<file path="src/rtl/page_table_walker.sv">
`default_nettype none
// ============================================================================
// Module   : page_table_walker
// Purpose  : Two-level (Sv32-style) hardware page-table walker. Accepts one
//            walk request from the TLB, issues up to two PTE reads, and
//            returns the leaf PTE (all-zero on any fault or timeout).
// Options  : PTW_PERF_CNT_EN -- adds walk_cnt_o / fault_cnt_o counters.
// Revision : 1.0 - initial release
// ============================================================================
module page_table_walker #(
  parameter int TIMEOUT_CYCLES = 255,
  parameter int TIMEOUT_BITS   = 8
) (
  input  logic        clk,
  input  logic        rst,               // asynchronous, active-low
  input  logic [19:0] satp_ppn_i,
  input  logic        ptw_req_valid_i,
  output logic        ptw_req_ready_o,
  input  logic [31:0] ptw_vaddr_i,
  output logic        ptw_resp_valid_o,
  input  logic        ptw_resp_ready_i,
  output logic [31:0] ptw_pte_o,
  output logic        mem_req_valid_o,
  input  logic        mem_req_ready_i,
  output logic [31:0] mem_addr_o,
  input  logic        mem_resp_valid_i,
  output logic        mem_resp_ready_o,
  input  logic [31:0] mem_rdata_i,
  input  logic        mem_err_i
`ifdef PTW_PERF_CNT_EN
  ,
  output logic [31:0] walk_cnt_o,
  output logic [31:0] fault_cnt_o
`endif
);

  typedef enum logic [2:0] {
    IDLE    = 3'd0,
    L1_REQ  = 3'd1,
    L1_WAIT = 3'd2,
    L2_REQ  = 3'd3,
    L2_WAIT = 3'd4,
    RESP    = 3'd5
  } state_t;

  // Last value the wait counter holds before a timeout is declared, so a
  // WAIT state lasts at most TIMEOUT_CYCLES cycles.
  localparam logic [TIMEOUT_BITS-1:0] c_TMO_LAST = TIMEOUT_BITS'(TIMEOUT_CYCLES - 1);

  state_t                  r_state;
  state_t                  w_state_nxt;
  logic [9:0]              r_vpn0;
  logic [TIMEOUT_BITS-1:0] r_tmo_cnt;
  logic [31:0]             w_addr_nxt;
  logic [31:0]             w_pte_nxt;
  logic                    w_accept;
  logic                    w_rsp_fire;
  logic                    w_timeout;
  logic                    w_unused;

  assign w_accept   = ptw_req_valid_i && ptw_req_ready_o;
  assign w_rsp_fire = mem_resp_valid_i && mem_resp_ready_o;
  assign w_timeout  = (r_tmo_cnt == c_TMO_LAST);

  // Page-offset bits and PTE software/A/D/U/G bits play no part in the walk.
  assign w_unused = &{1'b0, ptw_vaddr_i[11:0], mem_rdata_i[11:3]};

  // Next-state, next-address and next-PTE decode; every output is registered
  // from these values so nothing is combinational from the inputs.
  always_comb begin
    w_state_nxt = r_state;
    w_addr_nxt  = mem_addr_o;
    w_pte_nxt   = ptw_pte_o;
    case (r_state)
      IDLE: begin
        if (w_accept) begin
          w_state_nxt = L1_REQ;
          w_addr_nxt  = {satp_ppn_i, ptw_vaddr_i[31:22], 2'b00};
        end
      end
      L1_REQ: begin
        if (mem_req_ready_i) w_state_nxt = L1_WAIT;
      end
      L1_WAIT: begin
        if (w_rsp_fire) begin
          if (mem_err_i || !mem_rdata_i[2]) begin
            w_pte_nxt   = 32'h0;
            w_state_nxt = RESP;
          end else if (mem_rdata_i[1:0] == 2'b00) begin
            w_state_nxt = L2_REQ;
            w_addr_nxt  = {mem_rdata_i[31:12], r_vpn0, 2'b00};
          end else begin
            // Superpage leaf: a non-zero PPN[0] field means misaligned.
            w_state_nxt = RESP;
            w_pte_nxt   = (mem_rdata_i[21:12] == 10'd0) ?
                          {mem_rdata_i[31:22], r_vpn0, 9'd0, mem_rdata_i[2:0]} : 32'h0;
          end
        end else if (w_timeout) begin
          w_pte_nxt   = 32'h0;
          w_state_nxt = RESP;
        end
      end
      L2_REQ: begin
        if (mem_req_ready_i) w_state_nxt = L2_WAIT;
      end
      L2_WAIT: begin
        if (w_rsp_fire) begin
          w_state_nxt = RESP;
          if (mem_err_i || !mem_rdata_i[2] || (mem_rdata_i[1:0] == 2'b00)) begin
            w_pte_nxt = 32'h0;
          end else begin
            w_pte_nxt = {mem_rdata_i[31:12], 9'd0, mem_rdata_i[2:0]};
          end
        end else if (w_timeout) begin
          w_pte_nxt   = 32'h0;
          w_state_nxt = RESP;
        end
      end
      RESP: begin
        if (ptw_resp_ready_i) w_state_nxt = IDLE;
      end
      default: begin
        w_state_nxt = IDLE;
      end
    endcase
  end

  // State register.
  always_ff @(posedge clk or negedge rst) begin
    if (!rst) r_state <= IDLE;
    else      r_state <= w_state_nxt;
  end

  // Walk context: VPN[0] captured on acceptance, wait counter restarts at
  // zero every time a WAIT state is entered.
  always_ff @(posedge clk or negedge rst) begin
    if (!rst) begin
      r_vpn0    <= 10'd0;
      r_tmo_cnt <= '0;
    end else begin
      if ((r_state == IDLE) && w_accept) r_vpn0 <= ptw_vaddr_i[21:12];
      if ((r_state == L1_WAIT) || (r_state == L2_WAIT)) r_tmo_cnt <= r_tmo_cnt + 1'b1;
      else                                              r_tmo_cnt <= '0;
    end
  end

  // Registered outputs, decoded from the state being entered.
  always_ff @(posedge clk or negedge rst) begin
    if (!rst) begin
      ptw_req_ready_o  <= 1'b0;
      ptw_resp_valid_o <= 1'b0;
      ptw_pte_o        <= 32'h0;
      mem_req_valid_o  <= 1'b0;
      mem_addr_o       <= 32'h0;
      mem_resp_ready_o <= 1'b0;
    end else begin
      ptw_req_ready_o  <= (w_state_nxt == IDLE);
      ptw_resp_valid_o <= (w_state_nxt == RESP);
      ptw_pte_o        <= w_pte_nxt;
      mem_req_valid_o  <= (w_state_nxt == L1_REQ) || (w_state_nxt == L2_REQ);
      mem_addr_o       <= w_addr_nxt;
      // Also ready in IDLE/RESP so stray late responses are drained.
      mem_resp_ready_o <= (w_state_nxt == IDLE) || (w_state_nxt == L1_WAIT) ||
                          (w_state_nxt == L2_WAIT) || (w_state_nxt == RESP);
    end
  end

`ifdef PTW_PERF_CNT_EN
  // Walk and fault counters, advanced on each response handshake.
  always_ff @(posedge clk or negedge rst) begin
    if (!rst) begin
      walk_cnt_o  <= 32'h0;
      fault_cnt_o <= 32'h0;
    end else if (ptw_resp_valid_o && ptw_resp_ready_i) begin
      walk_cnt_o <= walk_cnt_o + 32'd1;
      if (ptw_pte_o == 32'h0) fault_cnt_o <= fault_cnt_o + 32'd1;
    end
  end
`endif

endmodule
`default_nettype wire

</file>
<file path="config.mk">
export PLATFORM = sky130hd
export DESIGN_NAME = page_table_walker
export DESIGN_NICKNAME = d
export VERILOG_FILES = /design/src/rtl/page_table_walker.sv
export SDC_FILE = /design/constraint.sdc
export NUM_CORES = 1
export LEC_CHECK = 0
export BUFFER_PORTS_ARGS = -buffer_cell sky130_fd_sc_hd__buf_2
export CAP_MARGIN = 30
export CORE_ASPECT_RATIO = 0.7
export CORE_MARGIN = 1
export CORE_UTILIZATION = 48
export CTS_CLUSTER_SIZE = 8
export DETAILED_ROUTE_END_ITERATION = 8
export PLACE_DENSITY = 0.89
export SYNTH_ARGS = -nofsm -noshare
export SYNTH_HDL_FRONTEND = slang
export SYNTH_SLANG_ARGS = --single-unit
</file>
<file path="constraint.sdc">
create_clock -name clk -period 2.3 [get_ports clk]
set_clock_uncertainty 0.2 [all_clocks]
set_input_delay 0.23 -clock clk [delete_from_list [all_inputs] [get_ports clk]]
set_output_delay 0.23 -clock clk [all_outputs]
set_load 0.05 [all_outputs]
</file>
Word-level counts from Yosys, hierarchy flattened
Index checks and enable logic that the tools add are counted.
{ "op_classes": {"n_mul": 0, "mux": 24, "shift": 0, "reduce_logical": 19, "magnitude_cmp": 0, "bitwise_logic": 0, "n_addsub": 1, "div_mod_pow": 0, "eq_ne": 16} }
{ "op_table": {"columns": ["cell", "n"], "rows": [
  ["two-way mux 32 bit", 11],
  ["one-hot mux 32 bit (2 select lines)", 2],
  ["two-way mux 3 bit", 9],
  ["one-hot mux 3 bit (6 select lines)", 1],
  ["== test 3 x 2 -> 1 bit (second input constant)", 4],
  ["== test 3 bit (second input constant)", 4],
  ["logical NOT 10 bit", 1],
  ["adder 8 x 1 -> 8 bit (second input constant)", 1],
  ["== test 8 bit (second input constant)", 1],
  ["two-way mux 8 bit", 1],
  ["!= test 2 bit (second input constant)", 4],
  ["logical OR 1 bit", 7],
  ["== test 3 x 1 -> 1 bit (second input constant)", 2],
  ["logical NOT 3 bit", 2],
  ["AND reduction 5 bit", 1],
  ["!= test 4 bit (second input constant)", 1],
  ["nonzero test 2 bit", 2],
  ["logical AND 1 bit", 3],
  ["logical NOT 2 bit", 1],
  ["AND reduction 2 bit", 1],
  ["logical NOT 1 bit", 1]
]} }
{ "totals": {"mem_count": 0, "rom_bits": 0, "wordCells": 69, "mem_bits_rw": 0, "ff_bits": 89, "latchBits": 0} }

Longest topological paths before layout
{ "logic_depth": {"ltp_word": 9, "ltp_mapped": 7, "mapped_depth_nobuf": 6} }

Least setup slack after synthesis
Ideal clock, no wire load.
{ "synth_timing": {"path_type": "reg2reg", "startpoint": "register mem_resp_ready_o", "endpoint": "register ptw_pte_o[0]", "stages_incl_launch_ff": 7, "path_slack_ns": 0.420, "arrival_time_ns": 1.559, "period_less_slack_ns": 1.880, "setup_ns": 0.121, "n_path_buf": 1, "required_time_ns": 1.979, "path_cell_list": "dfrtp_1 nand2_1 nand2b_1 o21bai_4 nand2b_4 buf_6 a22o_1"} }
{ "synth_via": {"elab_chain_len": 3, "word_cells_on_any_way": 6, "cone_classes": "eq/ne: 1; mux: 3; reduce/logical: 2"} }
{ "synth_lines": {"columns": ["item", "line_no", "text"], "rows": [
  ["start: declaration", "27", "output logic mem_resp_ready_o,"],
  ["start signal: assignment", "163", "mem_resp_ready_o <= (w_state_nxt == IDLE) || (w_state_nxt == L1_WAIT) ||"],
  ["logical AND 1 bit (*)", "62", "assign w_rsp_fire = mem_resp_valid_i && mem_resp_ready_o;"],
  ["!= test 4 bit (no line), or another cell as far along", null, null],
  ["AND reduction 2 bit (no line) / one-hot mux 32 bit (2 select lines) (equally long branches)", null, null],
  ["end signal: assignment", "159", "ptw_pte_o <= w_pte_nxt;"],
  ["end: declaration", "22", "output logic [31:0] ptw_pte_o,"]
]} }
Mark *: on every way between the ends. The rest lies on a longest branch, timed or not.
A chain may end at the register's enable or synchronous reset.

Final worst setup path
{ "layout_timing": {"startpoint": "input mem_rdata_i[0]", "endpoint": "register ptw_pte_o[26]"} }
{ "layout_via": {"elab_chain_len": 5, "word_cells_on_any_way": 7, "cone_classes": "eq/ne: 1; mux: 3; reduce/logical: 3"} }
{ "layout_lines": {"columns": ["item", "line_no", "text"], "rows": [
  ["start: declaration", "28", "input logic [31:0] mem_rdata_i,"],
  ["logical NOT 2 bit (*)", "89, 109", null],
  ["logical OR 1 bit", "109", "if (mem_err_i || !mem_rdata_i[2] || (mem_rdata_i[1:0] == 2'b00)) begin"],
  ["two-way mux 32 bit", "109", null],
  ["two-way mux 32 bit", "107", "if (w_rsp_fire) begin"],
  ["one-hot mux 32 bit (2 select lines)", "74", "case (r_state)"]
]} }
Marks and branches as above.

==> results_dict.tcl <==
set metrics [dict create \
    outcome "finished, final reports clean" \
    slowest_stage "dlygate4sd3_1" \
    dp.cells 543 \
    start_util 0.507 \
    reg2reg_from "r_tmo_cnt[2]" \
    vias 3176 \
    antenna_found_initial 0 \
    grt_first_pass_wirelength_um 16300 \
    synth.avg_cell_area_um2 11.8 \
    cp_cell_sequence "dlygate4sd3_1, buf_2, nor4b_2, buf_4, nand4_1, nand2b_4, a22o_1" \
    drtIter0Drc 164 \
    crit_end "ptw_pte_o[26]" \
    die_w_um 108 \
    io_buffer_count 135 \
    slew_viol_final 0 \
    grt_pass1_vias 3338 \
    synth_warnings 0 \
    crit_fanout 32 \
    p_leak_nw 2.62 \
    final-setup-viol-count 0 \
    pre_cts_slack_ns 0.298 \
    slowest_delay_ns 0.54 \
    place_congestion 0.890 \
    yosys-top-cells-count "87 x dfrtp_1, 37 x nand2_1, 32 x o21ai_1" \
    routed_wl_um 10200 \
    worstPathRequired_ns 2.38 \
    overflow 0 \
    cts_made_buffers 9 \
    crit_cells 7 \
    insertion_delay_ns 0.34 \
    core_area_um2 7450 \
    drv_cap 0 \
    synthDistinctLibCells 39 \
    dominantRegCellSynth "dfrtp_1" \
    ff_latch_area_um2 2180 \
    cts_tree "built" \
    cts_resized 0 \
    tns_ns 0 \
    ant_nets 0 \
    yosysMostFrequentCell "dfrtp_1" \
    cellPowerDensity_nw_per_um2 1200 \
    ios 159 \
    rows 26 \
    drive_gt1_frac 0.323 \
    nFillCells 517 \
    firstDrtPassIters 4 \
    place_hpwl_um 6850 \
    yosysSeqAreaShare 0.576 \
    period_needed_ns 2.04 \
    synth_cells 320 \
    rsz0062_at_grt "false" \
    critPathKind "input port to flip-flop" \
    drc 0 \
    cp_top_family "buffers and inverters" \
    arrival_ns 2.12 \
    antenna_cells 0 \
    hp-class "input port to flip-flop" \
    grt_max_degree 61 \
    regToRegSetupSlack_ns 0.26 \
    chipHeight_um 76.2 \
    nNetsFinal 601 \
    mappedNetlistArea_um2 3780 \
    synth_seq_cells 87 \
    clockRootBuffer "clkbuf_8" \
    rr_worst_depth 5 \
    multi_input_area_um2 1490 \
    htree_num_levels 3 \
    clkTransAtPathRegs_ns 0.08 \
    cts_num_sinks 87 \
    cts_setup_buffers 0 \
    wl_per_cell_um 16.7 \
    ctsHoldBuffers 52 \
    min-delay-start "mem_rdata_i[20]" \
    yosysTopAreaCell "dfrtp_1" \
    worstSetupStartpointType "input port" \
    final_hold_viol_count 0 \
    syn_to_final_growth_pct 41.0 \
    track_usage 0.259 \
    cp-end-kind "flip-flop" \
    r2r-end "ptw_pte_o[26]" \
    die_area_um2 8240 \
    post-route-period-util 0.887 \
    fin_cells 609 \
    vdd_drop_max_mv 0.794 \
    critPathBufInv 3 \
    synth-async-reset-ratio 1.00 \
    max_freq_mhz 490 \
    cts_buffer_depth 2 \
    synth_top_area_frac 0.576 \
    vias_per_cell 5.22 \
    startpoint "mem_rdata_i[0]" \
    postLayoutSetupSlackWorst_ns 0.259 \
    synthTopCellsByArea "dfrtp_1 58%, mux2i_1 7.9%, o21ai_1 4.2%, nand2_1 3.7%, mux2_1 3.0%" \
    synth_edf_count 0 \
]
==> power by group <==
part	leakage, nW	total (mW)	switching (mW)	internal [mW]
Sequential	1.14	2.27	0.305	1.97
Combinational	1.37	2.97	2.06	0.903
Clock	0.108	1.15	0.491	0.659
Total	2.62	6.39	2.86	3.53
==> registers in the layout (all words and copies together), names as in the netlist <==
| register | count |
|---|---|
| mem_addr_o | 30 |
| mem_req_valid_o | 1 |
| mem_resp_ready_o | 1 |
| ptw_pte_o | 32 |
| ptw_req_ready_o | 1 |
| ptw_resp_valid_o | 1 |
| r_state | 3 |
| r_tmo_cnt | 8 |
| r_vpn0 | 10 |
==> placed cells by master, fill, tap and decap left out, types with 2 or more instances in the layout <==
cell type	count
and4_1	3
a22o_1	12
nor2_1	12
o21ai_1	32
clkbuf_8	11
buf_2	134
xnor2_1	2
conb_1	2
a22oi_1	10
mux2i_1	30
a21o_1	3
buf_4	8
dfrtp_1	87
and2_1	10
bufinv_16	2
nand3_1	4
dlygate4sd3_1	52
nor3_1	3
a21oi_1	4
nand2_1	37
mux2_1	10
nor4_1	2
xor2_1	5
ha_1	2
buf_12	3
o2bb2ai_1	10
nand2b_1	6
==> kinds of logic (layout without fill, tap and decap cells) <==
| family | count (synthesis) | in the layout | synth area share |
|---|---|---|---|
| fa+ha+maj | 2 | 2 | 0.00662 |
| compound gates | 77 | 77 | 0.143 |
| buf+inv | 22 | 212 | 0.0341 |
| other cells | 1 | 2 | 0.000992 |
| simple gates | 84 | 84 | 0.113 |
| mux | 40 | 40 | 0.109 |
| flops | 87 | 87 | 0.576 |
| xor+xnor | 7 | 7 | 0.0162 |
==> how the worst min path moves through the flow <==
stage | endpoint | depth (start not counted) | slack (ns)
2_1_floorplan | mem_addr_o[10] | 0 | -0.27
3_3_place_gp | mem_addr_o[10] | 1 | -0.01
3_5_place_dp | mem_addr_o[9] | 1 | -0.003
4_1_cts | r_state[1] | 4 | 0.008
5_1_grt | ptw_pte_o[20] | 3 | 0.03
6_report | ptw_pte_o[20] | 3 | 0.02
==> worst register-to-register path, stage by stage, from the launching register on <==
cell and delay, ns:
dfrtp_1 0.44, and4_1 0.23, and4_1 0.31, o21bai_4 0.11
nand2b_4 0.32, a22o_1 0.32
==> final cells by class <==
class	instances	area share
multi-input combinational	212	0.280
clock inverter	3	0.0127
sequential	87	0.409
tap	98	0.0230
clock buffer	11	0.0284
inverter	1	0.000705
timing repair buffer	197	0.246
==> through the flow <==
step                hold WS [ns]  total power [mW]  area, um2  utilization
finish                    0.0197              6.39       5330        0.715
detailed placement      -0.00327              5.18       4590        0.616
global placement         -0.0103              5.09       4590        0.616
CTS                      0.00811              6.41       5330        0.715
floorplan                 -0.266              4.41       3780            -
global route              0.0264              6.75       5330        0.715
==> routing by layer <==
| layer | share of wire | vias to the layer above | GRT usage |
|---|---|---|---|
| li1 | - | 1501 | - |
| met1 | 0.42 | 1546 | 0.321 |
| met2 | 0.50 | 113 | 0.450 |
| met3 | 0.055 | 16 | 0.0599 |
| met4 | 0.018 | 0 | 0.0753 |
| met5 | 0 | - | 0 |
No activity file was read; power rests on OpenSTA's default activity.
